$ cat src/rtl/switch_conditioner.sv
// rtl/switch_conditioner.sv - synchronise, debounce and latch board switches for a processor handshake
module switch_conditioner #(
    parameter int DEBOUNCE_CYCLES = 16
) (
    input  logic       Clock,
    input  logic       nReset,
    input  logic [8:0] SW,
    output logic [7:0] Data,
    output logic       Handshake,
    output logic       Rise,
    output logic       Fall
);

    // Last count value of a debounce window; reaching it with the level still held accepts the edge.
    localparam logic [15:0] C_LAST = 16'(DEBOUNCE_CYCLES - 1);

    typedef enum logic [1:0] {
        S_LOW     = 2'd0,
        S_RISING  = 2'd1,
        S_HIGH    = 2'd2,
        S_FALLING = 2'd3
    } state_t;

    logic [8:0]  r_s1;
    logic [8:0]  r_s2;
    state_t      r_state;
    logic [15:0] r_count;
    logic [7:0]  r_data;
    logic        r_handshake;
    logic        r_rise;
    logic        r_fall;
    logic        w_sw8;

    assign w_sw8     = r_s2[8];
    assign Data      = r_data;
    assign Handshake = r_handshake;
    assign Rise      = r_rise;
    assign Fall      = r_fall;

    // Two-flop synchroniser on all nine switch bits, nothing in between the stages.
    always_ff @(posedge Clock or negedge nReset) begin
        if (!nReset) begin
            r_s1 <= 9'd0;
            r_s2 <= 9'd0;
        end else begin
            r_s1 <= SW;
            r_s2 <= r_s1;
        end
    end

    // Debounce FSM; the counter only advances below C_LAST so it can never wrap.
    always_ff @(posedge Clock or negedge nReset) begin
        if (!nReset) begin
            r_state     <= S_LOW;
            r_count     <= 16'd0;
            r_data      <= 8'd0;
            r_handshake <= 1'b0;
            r_rise      <= 1'b0;
            r_fall      <= 1'b0;
        end else begin
            r_rise <= 1'b0;
            r_fall <= 1'b0;
            case (r_state)
                S_LOW: begin
                    if (w_sw8) begin
                        r_state <= S_RISING;
                        r_count <= 16'd1;
                    end else begin
                        r_count <= 16'd0;
                    end
                end
                S_RISING: begin
                    if (!w_sw8) begin
                        r_state <= S_LOW;
                        r_count <= 16'd0;
                    end else if (r_count == C_LAST) begin
                        r_state     <= S_HIGH;
                        r_count     <= 16'd0;
                        r_handshake <= 1'b1;
                        r_rise      <= 1'b1;
                        // Data is captured only here, so it stays frozen while Handshake is high.
                        r_data      <= r_s2[7:0];
                    end else begin
                        r_count <= r_count + 16'd1;
                    end
                end
                S_HIGH: begin
                    if (!w_sw8) begin
                        r_state <= S_FALLING;
                        r_count <= 16'd1;
                    end else begin
                        r_count <= 16'd0;
                    end
                end
                S_FALLING: begin
                    if (w_sw8) begin
                        r_state <= S_HIGH;
                        r_count <= 16'd0;
                    end else if (r_count == C_LAST) begin
                        r_state     <= S_LOW;
                        r_count     <= 16'd0;
                        r_handshake <= 1'b0;
                        r_fall      <= 1'b1;
                    end else begin
                        r_count <= r_count + 16'd1;
                    end
                end
                default: begin
                    r_state     <= S_LOW;
                    r_count     <= 16'd0;
                    r_handshake <= 1'b0;
                end
            endcase
        end
    end

endmodule

$ cat config.mk
export PLATFORM = sky130hd
export DESIGN_NAME = switch_conditioner
export DESIGN_NICKNAME = d
export VERILOG_FILES = /design/src/rtl/switch_conditioner.sv
export SDC_FILE = /design/constraint.sdc
export NUM_CORES = 1
export LEC_CHECK = 0
export ABC_AREA = 1
export BUFFER_PORTS_ARGS = -buffer_cell sky130_fd_sc_hd__buf_2
export CORE_ASPECT_RATIO = 0.6
export CORE_MARGIN = 2
export CORE_UTILIZATION = 43
export CTS_CLUSTER_SIZE = 28
export DETAILED_ROUTE_END_ITERATION = 8
export PLACE_DENSITY = 0.69
export SETUP_SLACK_MARGIN = 0.1
export SYNTH_ARGS = -nofsm -noshare
export SYNTH_HDL_FRONTEND = slang
export SYNTH_SLANG_ARGS = --single-unit
$ cat constraint.sdc
create_clock -name Clock -period 1.4 [get_ports Clock]
set_input_delay 0.14 -clock Clock [delete_from_list [all_inputs] [get_ports Clock]]
set_output_delay 0.14 -clock Clock [all_outputs]
set_load 0.005 [all_outputs]
==> impl_results.md, run 1 <==
* Status: complete, but fails checks
* Violated checks: setup timing
* Global route total overflow at 0
* Setup Skew at between 0.008 and 0.009 ns
* Root Driver: clkbuf_8
* Setup violations, final at 1
* Fin area at 0.00265 mm^2
* Gr usage total at 0.174
* Worst-path maximum fanout at 4
* Routability Congestion at 0.845
* Yosys warnings at 0
* Horiz. Die Dim at around 90 um
* Clock period minus worst slack at 1.42 ns
* Largest net degree at the start of global routing at 48
* Nets at between 200 and 300
* Synth area leaders: dfrtp_1 (63%), nand2_1 (11%), nor2_1 (6.8%)
* Critical path class: reg2reg
* PwrDens at about 1200 mW/mm^2
* Leak at 1.26 nW
* Syn_area_per_cell at ~9.9 um^2
* Number of diodes at 0
* Slew Limit Fails at 0
* Nature of the critical path endpoint: flip-flop
* Iter 0 DRT Violations at approximately 140
* DR WL/cell at around 13 um
* CTS tree: built
* Library cells used by synthesis at 28
* Port bufs at 21
* Pre-antenna DRT Iters at 4
* CTS clk-pin slew, worst paths at around 0.090 ns
* Fill cells at roughly 310
* Post-synth top area cell: dfrtp_1
* Yosys top cell area share at 0.625
* Max-Slew Margin vs Limit at 0.785
* Register area share after synthesis at 0.625
* Placed cell area at 0.00217 mm^2
* Required time of the worst setup path at approximately 1.6 ns
* Drt total wl at about 4000 um
* Worst vdd ir at ~1100 uV
* Worst Hold Class: in2async
* Initial antenna violation count at 0
* Period utilization at 1.01
* Post-route setup slack at -0.0200 ns
* Met1 wire length at about 2000 um
* Initial core utilization at 0.452
* Sequential Area at about 0.0012 mm^2
* Io pins at 22
* Clock Latency Late Sink at 0.30 ns
* Die Y at between 50 and 60 um
* Core Region at around 0.0042 mm^2
* Syn_nets at roughly 200
* Unrepaired setup endpoints after global routing: true
* Global-route wire length before repair at 6520 um
* Vias in the first global route at 1315
* Final setup TNS at -0.0200 ns
* FMAX at around 0.70 GHz
* Top Layer Used: met4
* DRC at 0
* Final Power at just over 3 mW
* Longest Clk Path Bufs at 2
* Share of cells above drive strength 1 at 0.397
* Final hold violations at 0
* H-tree Lvls at 2
* Post-Syn Instances at 190
* Critical Path Source Type: flip-flop
* Max_cap viols at 0
* Post-route antenna net violation count at 0
* Routed length on met3 at roughly 250 um
* Critical path arrival at 1.60 ns
* Row count at 18
* Worst slew pin tran at 0.322 ns
* Die area at approximately 0.0049 mm^2
* FF+latch count, synth at between 40 and 50
* Met2 wire len at between 1500 and 2000 um
* Via density at ~4.7
* Layout area overhead at 40.7%
* DP HPWL at roughly 2400 um
* Synth Cell Area at ~0.0019 mm^2
* Hold_ws at between 0.3 and 0.4 ns
* Fin util at 0.635
* Multi-input logic area at ~850 um^2
* TritonCTS buffer count at 5
* # clock sinks at 47
* Routed vias at roughly 1500
## area by class of cell
class,count,area share
multi-input cells,133,0.321
clock inverters,2,0.00614
flip-flops and latches,47,0.445
well taps,60,0.0284
clock buffers,6,0.0312
repair buffers,52,0.147
repair inverters,1,0.00189
inverters,11,0.0184
## worst max-delay path: stages (launching register included)
cell and delay (ns):
dfrtp_1 0.42, ha_4 0.18, nand3_4 0.13, nor2_4 0.16, nand2_2 0.09, xor2_1 0.29, nor2_4 0.04
## Yosys cell counts
| library cell | count |
|---|---|
| nor2_1 | 34 |
| nand2_4 | 1 |
| nor3_1 | 3 |
| nand3b_1 | 1 |
| nand4_4 | 1 |
| nor3_4 | 1 |
| nand3_1 | 7 |
| ha_1 | 1 |
| o21ai_1 | 1 |
| nand3_2 | 1 |
| nor3b_1 | 1 |
| buf_6 | 1 |
| nand2_1 | 54 |
| xor2_1 | 5 |
| nor2_2 | 4 |
| o21ai_0 | 2 |
| a21oi_1 | 2 |
| clkinv_4 | 1 |
| inv_2 | 1 |
| xnor2_1 | 2 |
| nand4_1 | 4 |
| nor2_4 | 1 |
| dfrtp_1 | 47 |
| a21boi_0 | 1 |
| nand2_2 | 2 |
| a31oi_1 | 1 |
| inv_1 | 9 |
| o21bai_1 | 1 |
## cells by family after synthesis
| family | synth area share |
|---|---|
| buf+inv | 0.0306 |
| flops | 0.625 |
| xor+xnor | 0.0326 |
| simple gates | 0.281 |
| compound gates | 0.0246 |
| fa+ha+maj | 0.00665 |
## flip-flops by register name, summed over array words and instances, names as in the netlist, named ones only
register / count
r_s2: 9
Fall: 1
r_state: 1
r_s1: 9
Rise: 1
r_count: 16
Data: 8
Handshake: 1
## repair_timing
item / in CTS / in global routing
buffers inserted: 7 / 0
resized for setup: 23 / 33
hold buffers: 10 / 0
setup endpoints to repair: 25 / 28
gates cloned: 3 / 0
endpoints found under the hold margin: 56 / 0
pin swaps: 11 / 7
## layout by cell type (no fill, tap or decap), types with 2 or more instances in the layout
cell / n
clkinv_4: 2
inv_2: 2
nand3_1: 5
buf_2: 21
buf_6: 4
nand2_4: 2
nor2_2: 5
xnor2_1: 2
nor3_2: 2
nand2_2: 12
dfrtp_2: 2
dlygate4sd3_1: 10
o21ai_1: 2
nand3_2: 2
nor3_4: 2
nor2_1: 24
buf_4: 16
inv_1: 7
clkbuf_8: 6
xor2_1: 4
nand2_1: 43
nor2_4: 10
nand4_1: 4
dfrtp_1: 45
## per-stage QoR
stage	setup WS, ns	std cells
2_1_floorplan	0.129	190
3_3_place_gp	-0.00629	284
3_5_place_dp	-0.0539	284
4_1_cts	0.0534	312
5_1_grt	-0.0906	312
6_report	-0.0200	312
## power by group
group / switching, mW / leakage, nW / internal [mW]
sequential: 0.0860 / 0.605 / 1.44
clock: 0.459 / 0.0474 / 0.403
combinational: 0.402 / 0.608 / 0.306
total: 0.947 / 1.26 / 2.15
## routing by layer
layer | up-vias | global-route usage
li1 | 731 | -
met1 | 686 | 0.291
met2 | 58 | 0.221
met3 | 2 | 0.0448
met4 | 0 | 0.0448
met5 | - | 0
## final timing paths
check,end,slack (ns),startpoint,depth (start not counted)
worst max-delay path,r_count[8]$_DFF_PN0_,-0.02,r_count[0]$_DFF_PN0_,6
worst min-delay path,r_count[12]$_DFF_PN0_,0.34,nReset,3
worst max register to register,r_count[8]$_DFF_PN0_,-0.02,r_count[0]$_DFF_PN0_,6
worst min register to register,r_s2[8]$_DFF_PN0_,0.35,r_s1[8]$_DFF_PN0_,0
max in group asynchronous,r_count[2]$_DFF_PN0_,0.83,nReset,3
min in group Clock,r_s2[8]$_DFF_PN0_,0.35,r_s1[8]$_DFF_PN0_,0
No activity file was read; power rests on OpenSTA's default activity.
==> inputs of run 2 (changes only) <==
--- a/config.mk
+++ b/config.mk
@@ -12,7 +12,6 @@
 export CORE_UTILIZATION = 43
 export CTS_CLUSTER_SIZE = 28
 export DETAILED_ROUTE_END_ITERATION = 8
-export PLACE_DENSITY = 0.69
 export SETUP_SLACK_MARGIN = 0.1
 export SYNTH_ARGS = -nofsm -noshare
 export SYNTH_HDL_FRONTEND = slang
==> impl_results.md, run 2 (synthesis gave the netlist of run 1 again) <==
* Iter 0 DRT Violations at 90
* Final setup TNS at 0 ns
* Final hold violations at 0
* Critical path arrival at between 1.5 and 2 ns
* Flop pwr share at 0.508
* TritonCTS buffer count at 5
* Root Driver: clkbuf_8
* Leak at 1.22 nW
* Io pins at 22
* Critical Path Source Type: flip-flop
* Initial antenna violation count at 0
* Period utilization at 0.953
* Final Power at about 3 mW
* Die Y at about 55 um
* Longest Clk Path Bufs at 2
* Row count at 18
* Largest register FFs at 16
* Critical path class: reg2reg
* Worst-path maximum fanout at 6
* Number of diodes at 0
* Horiz. Die Dim at ~89 um
* Global route total overflow at 0
* Share of cells above drive strength 1 at 0.341
* Nature of the critical path endpoint: flip-flop
* Largest net degree at the start of global routing at 48
* Worst slew pin tran at 0.239 ns
* Gr usage total at 0.177
* FMAX at ~0.75 GHz
* Fin cells at just over 300
* NetSw at between 0.8 and 0.9 mW
* DP HPWL at between 2000 and 3000 um
* Max-Slew Margin vs Limit at 0.840
* Status: complete, no violations
* Placed cell area at approximately 0.0022 mm^2
* CTS tree: built
* Fill cells at about 350
* Biggest regs: r_count: 16 flops, r_s1: 9 flops, r_s2: 9 flops
* Slew Limit Fails at 0
* Most common cell after layout, fill and taps aside: nand2_1
* Clock Latency Late Sink at roughly 0.3 ns
* Initial core utilization at 0.452
* Routed vias at between 1000 and 1500
* Clock power frac at 0.321
* Required time of the worst setup path at about 1.6 ns
* PwrDens at roughly 1200 mW/mm^2
* Clock period minus worst slack at between 1 and 1.5 ns
* Drt total wl at approximately 3800 um
* Vias in the first global route at approximately 1400
* Worst vdd ir at 629 uV
* DRC at 0
* Biggest register: r_count
* Core Region at ~0.0042 mm^2
* Worst Hold Class: in2async
* Pre-antenna DRT Iters at 4
* Routability Congestion at approximately 0.9
* Setup Skew at about 0.0088 ns
* Global-route wire length before repair at 6590 um
* Fin util at 0.607
* Layout area overhead at 34.3%
* H-tree Lvls at 2
* Via density at ~4.6
* DR WL/cell at roughly 12 um
* Fin area at ~0.0025 mm^2
* Unrepaired setup endpoints after global routing: true
* Setup violations, final at 0
* # clock sinks at 47
* Die area at between 0.004 and 0.005 mm^2
* Post-route antenna net violation count at 0
* Nets at 260
* Commonest non-fill, non-tap cells in the layout: nand2_1 (47), dfrtp_1 (44), nor2_1 (29), buf_2 (21), buf_4 (17)
* Placed cells at ~280
* Power Internal at between 2 and 2.5 mW
* Gate power share at 0.171
* Port bufs at 21
* Max_cap viols at 0
* Sw frac at 0.280
* CTS clk-pin slew, worst paths at roughly 0.090 ns
-- run 2: cell count changes in the layout (fill, tap and decap cells not counted), moves of 2 or more --
cell	change
nand3_1	+2
nand2_2	-2
nor2_1	+5
nor2_4	-6
buf_6	-4
nand3_2	-2
nand2_1	+4
-- run 2: final timing paths --
kind | start | end | slack, ns | depth (start not counted)
worst max register to register | r_count[0]$_DFF_PN0_ | Data[6]$_DFFE_PN0P_ | 0.07 | 7
worst max-delay path | r_count[0]$_DFF_PN0_ | Data[6]$_DFFE_PN0P_ | 0.07 | 7
worst min-delay path | nReset | r_count[5]$_DFF_PN0_ | 0.34 | 3
min in group Clock | r_s1[1]$_DFF_PN0_ | r_s2[1]$_DFF_PN0_ | 0.35 | 0
max in group asynchronous | nReset | r_state[0]$_DFFE_PN0P_ | 0.82 | 3
worst min register to register | r_s1[1]$_DFF_PN0_ | r_s2[1]$_DFF_PN0_ | 0.35 | 0
-- run 2: power groups by stage --
stage | registers (mW) | logic [mW] | clock network (mW)
after global routing | 1.56 | 0.575 | 1.07
after CTS | 1.54 | 0.505 | 0.995
after global placement | 1.55 | 0.421 | 0
after floorplan | 1.54 | 0.308 | 0
after detailed placement | 1.55 | 0.436 | 0
final | 1.54 | 0.519 | 0.974
-- run 2: layout make-up --
class | instances | area, um^2 | share of cell area
clock buffer | 5 | 68.8 | 0.0272
clock inverter | 3 | 43.8 | 0.0173
inverter | 11 | 46.3 | 0.0183
multi-input combinational | 133 | 756 | 0.299
sequential | 47 | 1180 | 0.467
tap | 60 | 75.1 | 0.0297
timing repair buffer | 49 | 353 | 0.140
timing repair inverter | 1 | 5.00 | 0.00198
-- run 2: metrics by stage --
stage	hold WS [ns]	setup slack [ns]
2_1_floorplan	-0.156	0.129
5_1_grt	0.356	-0.0381
3_5_place_dp	0.142	-0.0494
3_3_place_gp	0.136	-0.00213
4_1_cts	0.356	0.0635
6_report	0.342	0.0656
-- run 2: routing by layer --
| layer | wire length [um] | global-route usage |
|---|---|---|
| met1 | 2030 | 0.279 |
| met2 | 1570 | 0.236 |
| met3 | 135 | 0.0538 |
| met4 | 39 | 0.0448 |
| met5 | 0 | 0 |
-- run 2: timing repair --
| item | CTS | global route |
|---|---|---|
| setup buffers | 5 | 1 |
| hold endpoints to repair | 56 | 0 |
| endpoints found under the setup margin | 25 | 28 |
| hold buffers | 10 | 0 |
| resized for setup | 15 | 14 |
| pin swaps | 7 | 3 |
| gates cloned | 3 | 0 |
-- run 2: worst max-delay path, stage by stage, from the launching register on --
cell,delay [ns]
dfrtp_1,0.40
ha_4,0.17
nand3_4,0.12
nor2_4,0.17
nand4_4,0.19
clkinv_4,0.13
nand2_2,0.05
nand2_1,0.05
